`config.mk`:
```
export PLATFORM = sky130hd
export DESIGN_NAME = execute_stage
export DESIGN_NICKNAME = d
export VERILOG_FILES = /design/src/rtl/y86_pkg.sv /design/src/rtl/y86_alu.sv /design/src/rtl/execute_stage.sv
export SDC_FILE = /design/constraint.sdc
export NUM_CORES = 1
export LEC_CHECK = 0
export ABC_AREA = 1
export ABC_CLOCK_PERIOD_IN_PS = 4100
export CORE_ASPECT_RATIO = 0.9
export CORE_MARGIN = 1.5
export CORE_UTILIZATION = 56
export CTS_CLUSTER_DIAMETER = 200
export DETAILED_ROUTE_END_ITERATION = 10
export PLACE_DENSITY = 0.88
export SLEW_MARGIN = 40
export SYNTH_ARGS = -nofsm -noshare
export SYNTH_HDL_FRONTEND = slang
export SYNTH_HIERARCHICAL = 1
export SYNTH_SLANG_ARGS = --single-unit
```
`constraint.sdc`:
```
create_clock -name clk -period 4.1 [get_ports clk]
set_input_delay 0.82 -clock clk [delete_from_list [all_inputs] [get_ports clk]]
set_output_delay 0.82 -clock clk [all_outputs]
set_load 0.05 [all_outputs]
```
`src/rtl/y86_pkg.sv`:
```
// Shared encodings for the Y86-64 pipeline: instruction codes, ALU functions,
// branch/move conditions, status codes, and the condition evaluator.
package y86_pkg;

  localparam logic [3:0] I_HALT   = 4'h0;
  localparam logic [3:0] I_NOP    = 4'h1;
  localparam logic [3:0] I_RRMOVQ = 4'h2;
  localparam logic [3:0] I_IRMOVQ = 4'h3;
  localparam logic [3:0] I_RMMOVQ = 4'h4;
  localparam logic [3:0] I_MRMOVQ = 4'h5;
  localparam logic [3:0] I_OPQ    = 4'h6;
  localparam logic [3:0] I_JXX    = 4'h7;
  localparam logic [3:0] I_CALL   = 4'h8;
  localparam logic [3:0] I_RET    = 4'h9;
  localparam logic [3:0] I_PUSHQ  = 4'hA;
  localparam logic [3:0] I_POPQ   = 4'hB;

  typedef enum logic [1:0] {
    ALU_ADD = 2'd0,
    ALU_SUB = 2'd1,
    ALU_AND = 2'd2,
    ALU_XOR = 2'd3
  } alu_fun_e;

  localparam logic [3:0] C_ALWAYS = 4'h0;
  localparam logic [3:0] C_LE     = 4'h1;
  localparam logic [3:0] C_L      = 4'h2;
  localparam logic [3:0] C_E      = 4'h3;
  localparam logic [3:0] C_NE     = 4'h4;
  localparam logic [3:0] C_GE     = 4'h5;
  localparam logic [3:0] C_G      = 4'h6;

  localparam logic [2:0] S_AOK = 3'd1;
  localparam logic [2:0] S_HLT = 3'd2;
  localparam logic [2:0] S_ADR = 3'd3;
  localparam logic [2:0] S_INS = 3'd4;

  localparam logic [3:0] RNONE = 4'hF;

  // Unknown condition codes resolve to "not taken".
  function automatic logic cond_eval(input logic [3:0] ifun, input logic zf,
                                     input logic sf, input logic of);
    logic lt;
    lt = sf ^ of;
    case (ifun)
      C_ALWAYS: cond_eval = 1'b1;
      C_LE:     cond_eval = lt | zf;
      C_L:      cond_eval = lt;
      C_E:      cond_eval = zf;
      C_NE:     cond_eval = ~zf;
      C_GE:     cond_eval = ~lt;
      C_G:      cond_eval = ~lt & ~zf;
      default:  cond_eval = 1'b0;
    endcase
  endfunction

endpackage

```
`src/rtl/y86_alu.sv`:
```
// Combinational Y86-64 ALU: computes b OP a and the ZF/SF/OF flags.
module y86_alu
  import y86_pkg::*;
#(
  parameter int W = 64
) (
  input  logic [W-1:0] a,
  input  logic [W-1:0] b,
  input  alu_fun_e     fun,
  output logic [W-1:0] result,
  output logic         zf,
  output logic         sf,
  output logic         of
);

  always_comb begin
    result = b + a;
    of     = 1'b0;
    case (fun)
      ALU_ADD: begin
        result = b + a;
        of     = (a[W-1] == b[W-1]) && (result[W-1] != a[W-1]);
      end
      ALU_SUB: begin
        result = b - a;
        of     = (a[W-1] != b[W-1]) && (result[W-1] != b[W-1]);
      end
      ALU_AND: result = b & a;
      ALU_XOR: result = b ^ a;
      default: result = b + a;
    endcase
    zf = (result == '0);
    sf = result[W-1];
  end

endmodule

```
`src/rtl/execute_stage.sv`:
```
// Y86-64 execute stage: E pipeline register, ALU operand selection, condition
// codes and Cnd resolution, with results presented combinationally downstream.
module execute_stage #(
  parameter int         W     = 64,
  parameter logic [3:0] RNONE = 4'hF
) (
  input  logic         clk,
  input  logic         rst_n,
  input  logic         E_bubble,
  input  logic         E_stall,
  input  logic [2:0]   d_stat,
  input  logic [3:0]   d_icode,
  input  logic [3:0]   d_ifun,
  input  logic [W-1:0] d_valC,
  input  logic [W-1:0] d_valA,
  input  logic [W-1:0] d_valB,
  input  logic [3:0]   d_dstE,
  input  logic [3:0]   d_dstM,
  input  logic [3:0]   d_srcA,
  input  logic [3:0]   d_srcB,
  input  logic [2:0]   m_stat,
  input  logic [2:0]   W_stat,
  output logic [3:0]   E_icode,
  output logic [3:0]   E_dstM,
  output logic [3:0]   E_srcA,
  output logic [3:0]   E_srcB,
  output logic [2:0]   e_stat,
  output logic [3:0]   e_icode,
  output logic [3:0]   e_ifun,
  output logic         e_Cnd,
  output logic [W-1:0] e_valE,
  output logic [W-1:0] e_valA,
  output logic [3:0]   e_dstE,
  output logic [3:0]   e_dstM,
  output logic         cc_zf,
  output logic         cc_sf,
  output logic         cc_of
);

  import y86_pkg::*;

  typedef struct packed {
    logic [2:0]   stat;
    logic [3:0]   icode;
    logic [3:0]   ifun;
    logic [W-1:0] valC;
    logic [W-1:0] valA;
    logic [W-1:0] valB;
    logic [3:0]   dstE;
    logic [3:0]   dstM;
    logic [3:0]   srcA;
    logic [3:0]   srcB;
  } ereg_t;

  typedef struct packed {
    logic zf;
    logic sf;
    logic of;
  } cc_t;

  localparam ereg_t E_BUBBLE = '{
    stat:  S_AOK,
    icode: I_NOP,
    ifun:  4'h0,
    valC:  '0,
    valA:  '0,
    valB:  '0,
    dstE:  RNONE,
    dstM:  RNONE,
    srcA:  RNONE,
    srcB:  RNONE
  };

  localparam cc_t CC_RESET = '{zf: 1'b1, sf: 1'b0, of: 1'b0};

  ereg_t        e_q, e_d;
  cc_t          cc_q, cc_d;
  logic [W-1:0] alu_a, alu_b, alu_r;
  alu_fun_e     alu_fun;
  logic         alu_zf, alu_sf, alu_of;
  logic         set_cc;

  // Bubble wins over stall so a squashed instruction never lingers.
  always_comb begin
    e_d = e_q;
    if (E_bubble) begin
      e_d = E_BUBBLE;
    end else if (!E_stall) begin
      e_d.stat  = d_stat;
      e_d.icode = d_icode;
      e_d.ifun  = d_ifun;
      e_d.valC  = d_valC;
      e_d.valA  = d_valA;
      e_d.valB  = d_valB;
      e_d.dstE  = d_dstE;
      e_d.dstM  = d_dstM;
      e_d.srcA  = d_srcA;
      e_d.srcB  = d_srcB;
    end
  end

  always_comb begin
    alu_a = '0;
    case (e_q.icode)
      I_RRMOVQ, I_OPQ:             alu_a = e_q.valA;
      I_IRMOVQ, I_RMMOVQ, I_MRMOVQ: alu_a = e_q.valC;
      I_CALL, I_PUSHQ:             alu_a = '0 - W'(8);
      I_RET, I_POPQ:               alu_a = W'(8);
      default:                     alu_a = '0;
    endcase
  end

  always_comb begin
    alu_b = '0;
    case (e_q.icode)
      I_RMMOVQ, I_MRMOVQ, I_OPQ, I_CALL, I_RET, I_PUSHQ, I_POPQ: alu_b = e_q.valB;
      default:                                                   alu_b = '0;
    endcase
  end

  // Out-of-range OPq functions fall back to add; decode already raised INS.
  always_comb begin
    alu_fun = ALU_ADD;
    if (e_q.icode == I_OPQ && e_q.ifun[3:2] == 2'b00) begin
      alu_fun = alu_fun_e'(e_q.ifun[1:0]);
    end
  end

  y86_alu #(.W(W)) u_alu (
    .a      (alu_a),
    .b      (alu_b),
    .fun    (alu_fun),
    .result (alu_r),
    .zf     (alu_zf),
    .sf     (alu_sf),
    .of     (alu_of)
  );

  // A downstream exception blocks the flag write in the very same cycle.
  assign set_cc = (e_q.icode == I_OPQ) && (m_stat == S_AOK) && (W_stat == S_AOK);

  always_comb begin
    cc_d = cc_q;
    if (set_cc) begin
      cc_d.zf = alu_zf;
      cc_d.sf = alu_sf;
      cc_d.of = alu_of;
    end
  end

  always_ff @(posedge clk or negedge rst_n) begin
    if (!rst_n) begin
      e_q  <= E_BUBBLE;
      cc_q <= CC_RESET;
    end else begin
      e_q  <= e_d;
      cc_q <= cc_d;
    end
  end

  always_comb begin
    e_Cnd = 1'b0;
    if (e_q.icode == I_RRMOVQ || e_q.icode == I_JXX) begin
      e_Cnd = cond_eval(e_q.ifun, cc_q.zf, cc_q.sf, cc_q.of);
    end
  end

  assign e_dstE  = (e_q.icode == I_RRMOVQ && !e_Cnd) ? RNONE : e_q.dstE;
  assign e_valE  = alu_r;
  assign e_valA  = e_q.valA;
  assign e_stat  = e_q.stat;
  assign e_icode = e_q.icode;
  assign e_ifun  = e_q.ifun;
  assign e_dstM  = e_q.dstM;

  assign E_icode = e_q.icode;
  assign E_dstM  = e_q.dstM;
  assign E_srcA  = e_q.srcA;
  assign E_srcB  = e_q.srcB;

  assign cc_zf = cc_q.zf;
  assign cc_sf = cc_q.sf;
  assign cc_of = cc_q.of;

endmodule
```
==> flow_summary.json, run 1 <==
{
  "ys_warn_count": 6,
  "synth-edff-count": 0,
  "clockBufferDepth": 3,
  "synth_most_common_cell": "nand2_1",
  "netlist_top_cells_count": "nand2_1, inv_1, nor2_1",
  "synth_top_area_share": 0.205,
  "ios": 396,
  "hpwl_um": 86300,
  "overflow": 1925,
  "yosys-top-cells-area": "dfrtp_1, nand2_1, inv_1, ha_1, nor2_1",
  "seq_area_frac_synth": 0.226,
  "ys.flop_type": "dfrtp_1",
  "status": "did not finish",
  "port_buffers": 395,
  "syn_inst": 4271,
  "yosysTopAreaCell": "dfrtp_1",
  "synth.distinct_cells": 51,
  "gp_congestion": 1.19,
  "error_message": "[ERROR GRT-0232] Routing congestion too high. Check the congestion heatmap in the GUI.",
  "clock-sinks": 222,
  "syn_nets": 4630,
  "postPlaceCellArea_mm2": 0.0331,
  "syn_avg_cell_area_um2": 5.79,
  "async_reset_ff_frac": 1.00,
  "synth_area_mm2": 0.0247,
  "grt_usage": 0.974,
  "htreeDepth": 1,
  "numCtsBuffers": 23,
  "die_w_um": 225,
  "ys_ff_latch": 222,
  "row_count": 72,
  "cts_root_buf": "clkbuf_16",
  "start_util": 0.572,
  "die_y_um": 202,
  "grt_max_degree": 111,
  "stop_stage": "5_1_grt",
  "holdBufCountCts": 0
}
-- metal layers --
metal | GRT overflow | track usage
met1 | 204 | 0.930
met2 | 1003 | 1.08
met3 | 222 | 0.912
met4 | 477 | 1.02
met5 | 19 | 0.747
-- timing repair --
| item | CTS |
|---|---|
| endpoints found under the setup margin | 66 |
| gates resized for setup | 463 |
| gates cloned | 6 |
| pin swaps | 61 |
| buffers inserted | 28 |
-- cell families after synthesis --
family / after synthesis / share of synthesized area
xor+xnor: 5 / 0.00177
simple gates: 2157 / 0.364
fa+ha+maj: 130 / 0.0664
flops: 222 / 0.226
compound gates: 552 / 0.132
buf+inv: 1205 / 0.210
-- metrics by stage --
stage | cells | setup slack [ns] | hold slack [ns] | utilization | TNS, ns
floorplan | 4271 | 0.0550 | 0.451 | - | 0
global placement | 5596 | -0.605 | 0.461 | 0.765 | -15.55
detailed placement | 5596 | -0.643 | 0.466 | 0.765 | -20.49
CTS | 5671 | -0.750 | 0.291 | 0.841 | -33.32
==> run 2, diff against run 1 <==
CORE_ASPECT_RATIO = default   (was 0.9)
CORE_UTILIZATION = 40   (was 56)
CTS_CLUSTER_DIAMETER = default   (was 200)
PLACE_DENSITY = default   (was 0.88)
PLACE_DENSITY_LB_ADDON = 0.15   (was default)
==> flow_summary.json, run 2 <==
{
  "status": "complete, but fails checks",
  "violations": "negative setup slack",
  "drt_iter0_markers": 3346,
  "gp_congestion": 1.06,
  "antenna_found_initial": 7,
  "core_mm2": 0.0607,
  "peakVddDrop_uv": 344,
  "p_leak_nw": 21.2,
  "drc": 0,
  "clock.fmax_ghz": 0.203,
  "multiInputGateArea_mm2": 0.0182,
  "yosys-top-cells-area": "dfrtp_1, nand2_1, inv_1, ha_1, nor2_1",
  "die_area_mm2": 0.0633,
  "hold_slack_ns": 0.299,
  "skew_ns": 0.0151,
  "yosysTopAreaCell": "dfrtp_1",
  "finalSetupViolCount": 63,
  "rsz0062_at_grt": "true",
  "vias": 31900,
  "ios": 396,
  "cp-end-kind": "primary output",
  "largest_register_ffs": 132,
  "die_w_um": 252,
  "synth_top_area_share": 0.205,
  "cp.required_ns": 3.28,
  "placed_cells": 6052,
  "grt_pass1_wl_um": 179000,
  "row_count": 90,
  "clock-sinks": 222,
  "clock_latency_ns": 0.53,
  "drt-total-wl_um": 125000,
  "synth-edff-count": 0,
  "clockBufferDepth": 3,
  "top_register": "e_q",
  "cts.clk_slew.worst_paths_ns": 0.06,
  "cp-startpoint": "E_icode[0]",
  "rr_worst_depth": 30,
  "fin_crit_sh": 1.20,
  "port_buffers": 395,
  "ys_ff_latch": 222,
  "syn_nets": 4630,
  "place_ws_ns": -0.825,
  "nNetsFinal": 5731,
  "mostFrequentLayoutCell": "nand2_1",
  "htreeDepth": 1,
  "worst_pin_slew_ns": 0.702,
  "final_area_mm2": 0.0411,
  "final_antenna_net_count": 0,
  "hpwl_um": 101000,
  "utilization": 0.678,
  "setup_ws_ns": -0.837,
  "postPlaceCellArea_mm2": 0.0350,
  "path_class": "flop to primary output",
  "synth.distinct_cells": 51,
  "relSlewSlack": 0.532,
  "syn_avg_cell_area_um2": 5.79,
  "crit_fanout": 7,
  "power.density_mw_per_mm2": 250,
  "rr_startpoint": "E_icode[0]",
  "finalHoldViolCount": 0,
  "numCtsBuffers": 24,
  "ys.flop_type": "dfrtp_1",
  "synth_most_common_cell": "nand2_1",
  "cp-start-kind": "flop",
  "finalCriticalPeriod_ns": 4.94,
  "wl_per_cell_um": 20.2,
  "fillers": 5476,
  "viasPerCell": 5.16,
  "cts_tree": "done",
  "die_y_um": 252,
  "drt-pass1-iter-count": 6,
  "synth_area_mm2": 0.0247,
  "drive_above_1_share": 0.362,
  "timing.final.max_slew_violations": 0,
  "netlist_top_cells_count": "nand2_1, inv_1, nor2_1",
  "hp-class": "input port to async pin",
  "first_global_vias": 29400,
  "ys_warn_count": 6,
  "final_cell_mix": "nand2_1, inv_1, buf_4",
  "worstPathArrival_ns": 4.12,
  "seq_area_frac_synth": 0.226,
  "drv_cap": 0,
  "holdBufCountCts": 0,
  "seq_area_mm2": 0.00558,
  "start_util": 0.407,
  "grt_max_degree": 141,
  "instances_no_fill": 6178,
  "syn_inst": 4271,
  "cts_root_buf": "clkbuf_16",
  "overflow": 0,
  "area_delta_synth_final_pct": 66.3,
  "async_reset_ff_frac": 1.00,
  "grt_usage": 0.374
}
run 2: routing by layer:
metal  track usage  wire length, um  vias to the layer above  part of all wire
met3        0.0732            12600                      186              0.10
met5             0               13                        -           0.00010
met4        0.0926             3750                        2             0.030
li1              -                -                    15200                 -
met2         0.559            53000                     1523              0.43
met1         0.549            55300                    15000              0.44
run 2: layout make-up:
class,instances,area share
Clock inverter,6,0.00152
Tap cell,782,0.0238
Sequential cell,222,0.136
Clock buffer,38,0.0179
Inverter,956,0.0879
Timing Repair Buffer,1324,0.291
Multi-Input combinational cell,2844,0.442
Antenna cell,6,0.000365
run 2: stage by stage:
stage,setup TNS [ns],power (mW)
after floorplan,0,4.68
after global placement,-27.14,7.01
after detailed placement,-26.66,7.02
after CTS,-37.86,9.43
after global routing,-49.09,10.7
final,-39.02,10.3
run 2: repair_timing:
action | in CTS | in global routing
gates resized for setup | 316 | 821
pin swaps | 19 | 199
setup endpoints to repair | 65 | 65
cloned | 1 | 4
setup buffers | 10 | 64
run 2: kinds of logic after synthesis:
kind of cell,after synthesis,synth area share
AND/OR/NAND/NOR,2157,0.364
buffers and inverters,1205,0.210
AO/OA/AOI/OAI,552,0.132
flip-flops,222,0.226
adder cells (fa/ha/maj),130,0.0664
XOR/XNOR,5,0.00177
run 2: final timing paths:
check	endpoint	slack [ns]
worst min register to register	e_q[14]	0.48
worst min-delay path	e_q[148]	0.30
min in group clk	e_q[14]	0.48
worst max-delay path	e_valE[47]	-0.84
max in group asynchronous	e_q[73]	2.79
worst max register to register	cc_zf	-0.41
run 2: critical path, stage by stage, from the launching register on:
cell       delay (ns)
dfstp_2          0.54
nand2_2          0.06
nand2_2          0.09
o211ai_4         0.08
buf_12           0.15
clkbuf_16        0.18
o221ai_2         0.13
buf_4            0.17
inv_1            0.07
ha_4             0.24
buf_6            0.14
nand2_4          0.09
inv_1            0.04
nand2_1          0.07
nand2_2          0.07
a21oi_2          0.22
nand2_1          0.13
buf_4            0.17
buf_4            0.13
nand2_2          0.10
nand4_1          0.10
nand3_1          0.10
nand2_1          0.06
nor2_2           0.12
buf_4            0.12
inv_1            0.03
buf_6            0.14
run 2: power by group:
group / leakage (nW) / switching (mW) / internal (mW)
sequential: 2.90 / 0.0497 / 2.32
combinational: 17.9 / 3.34 / 2.36
clock: 0.394 / 0.914 / 1.29
total: 21.2 / 4.30 / 5.98
(Power assumes the default switching activity.)
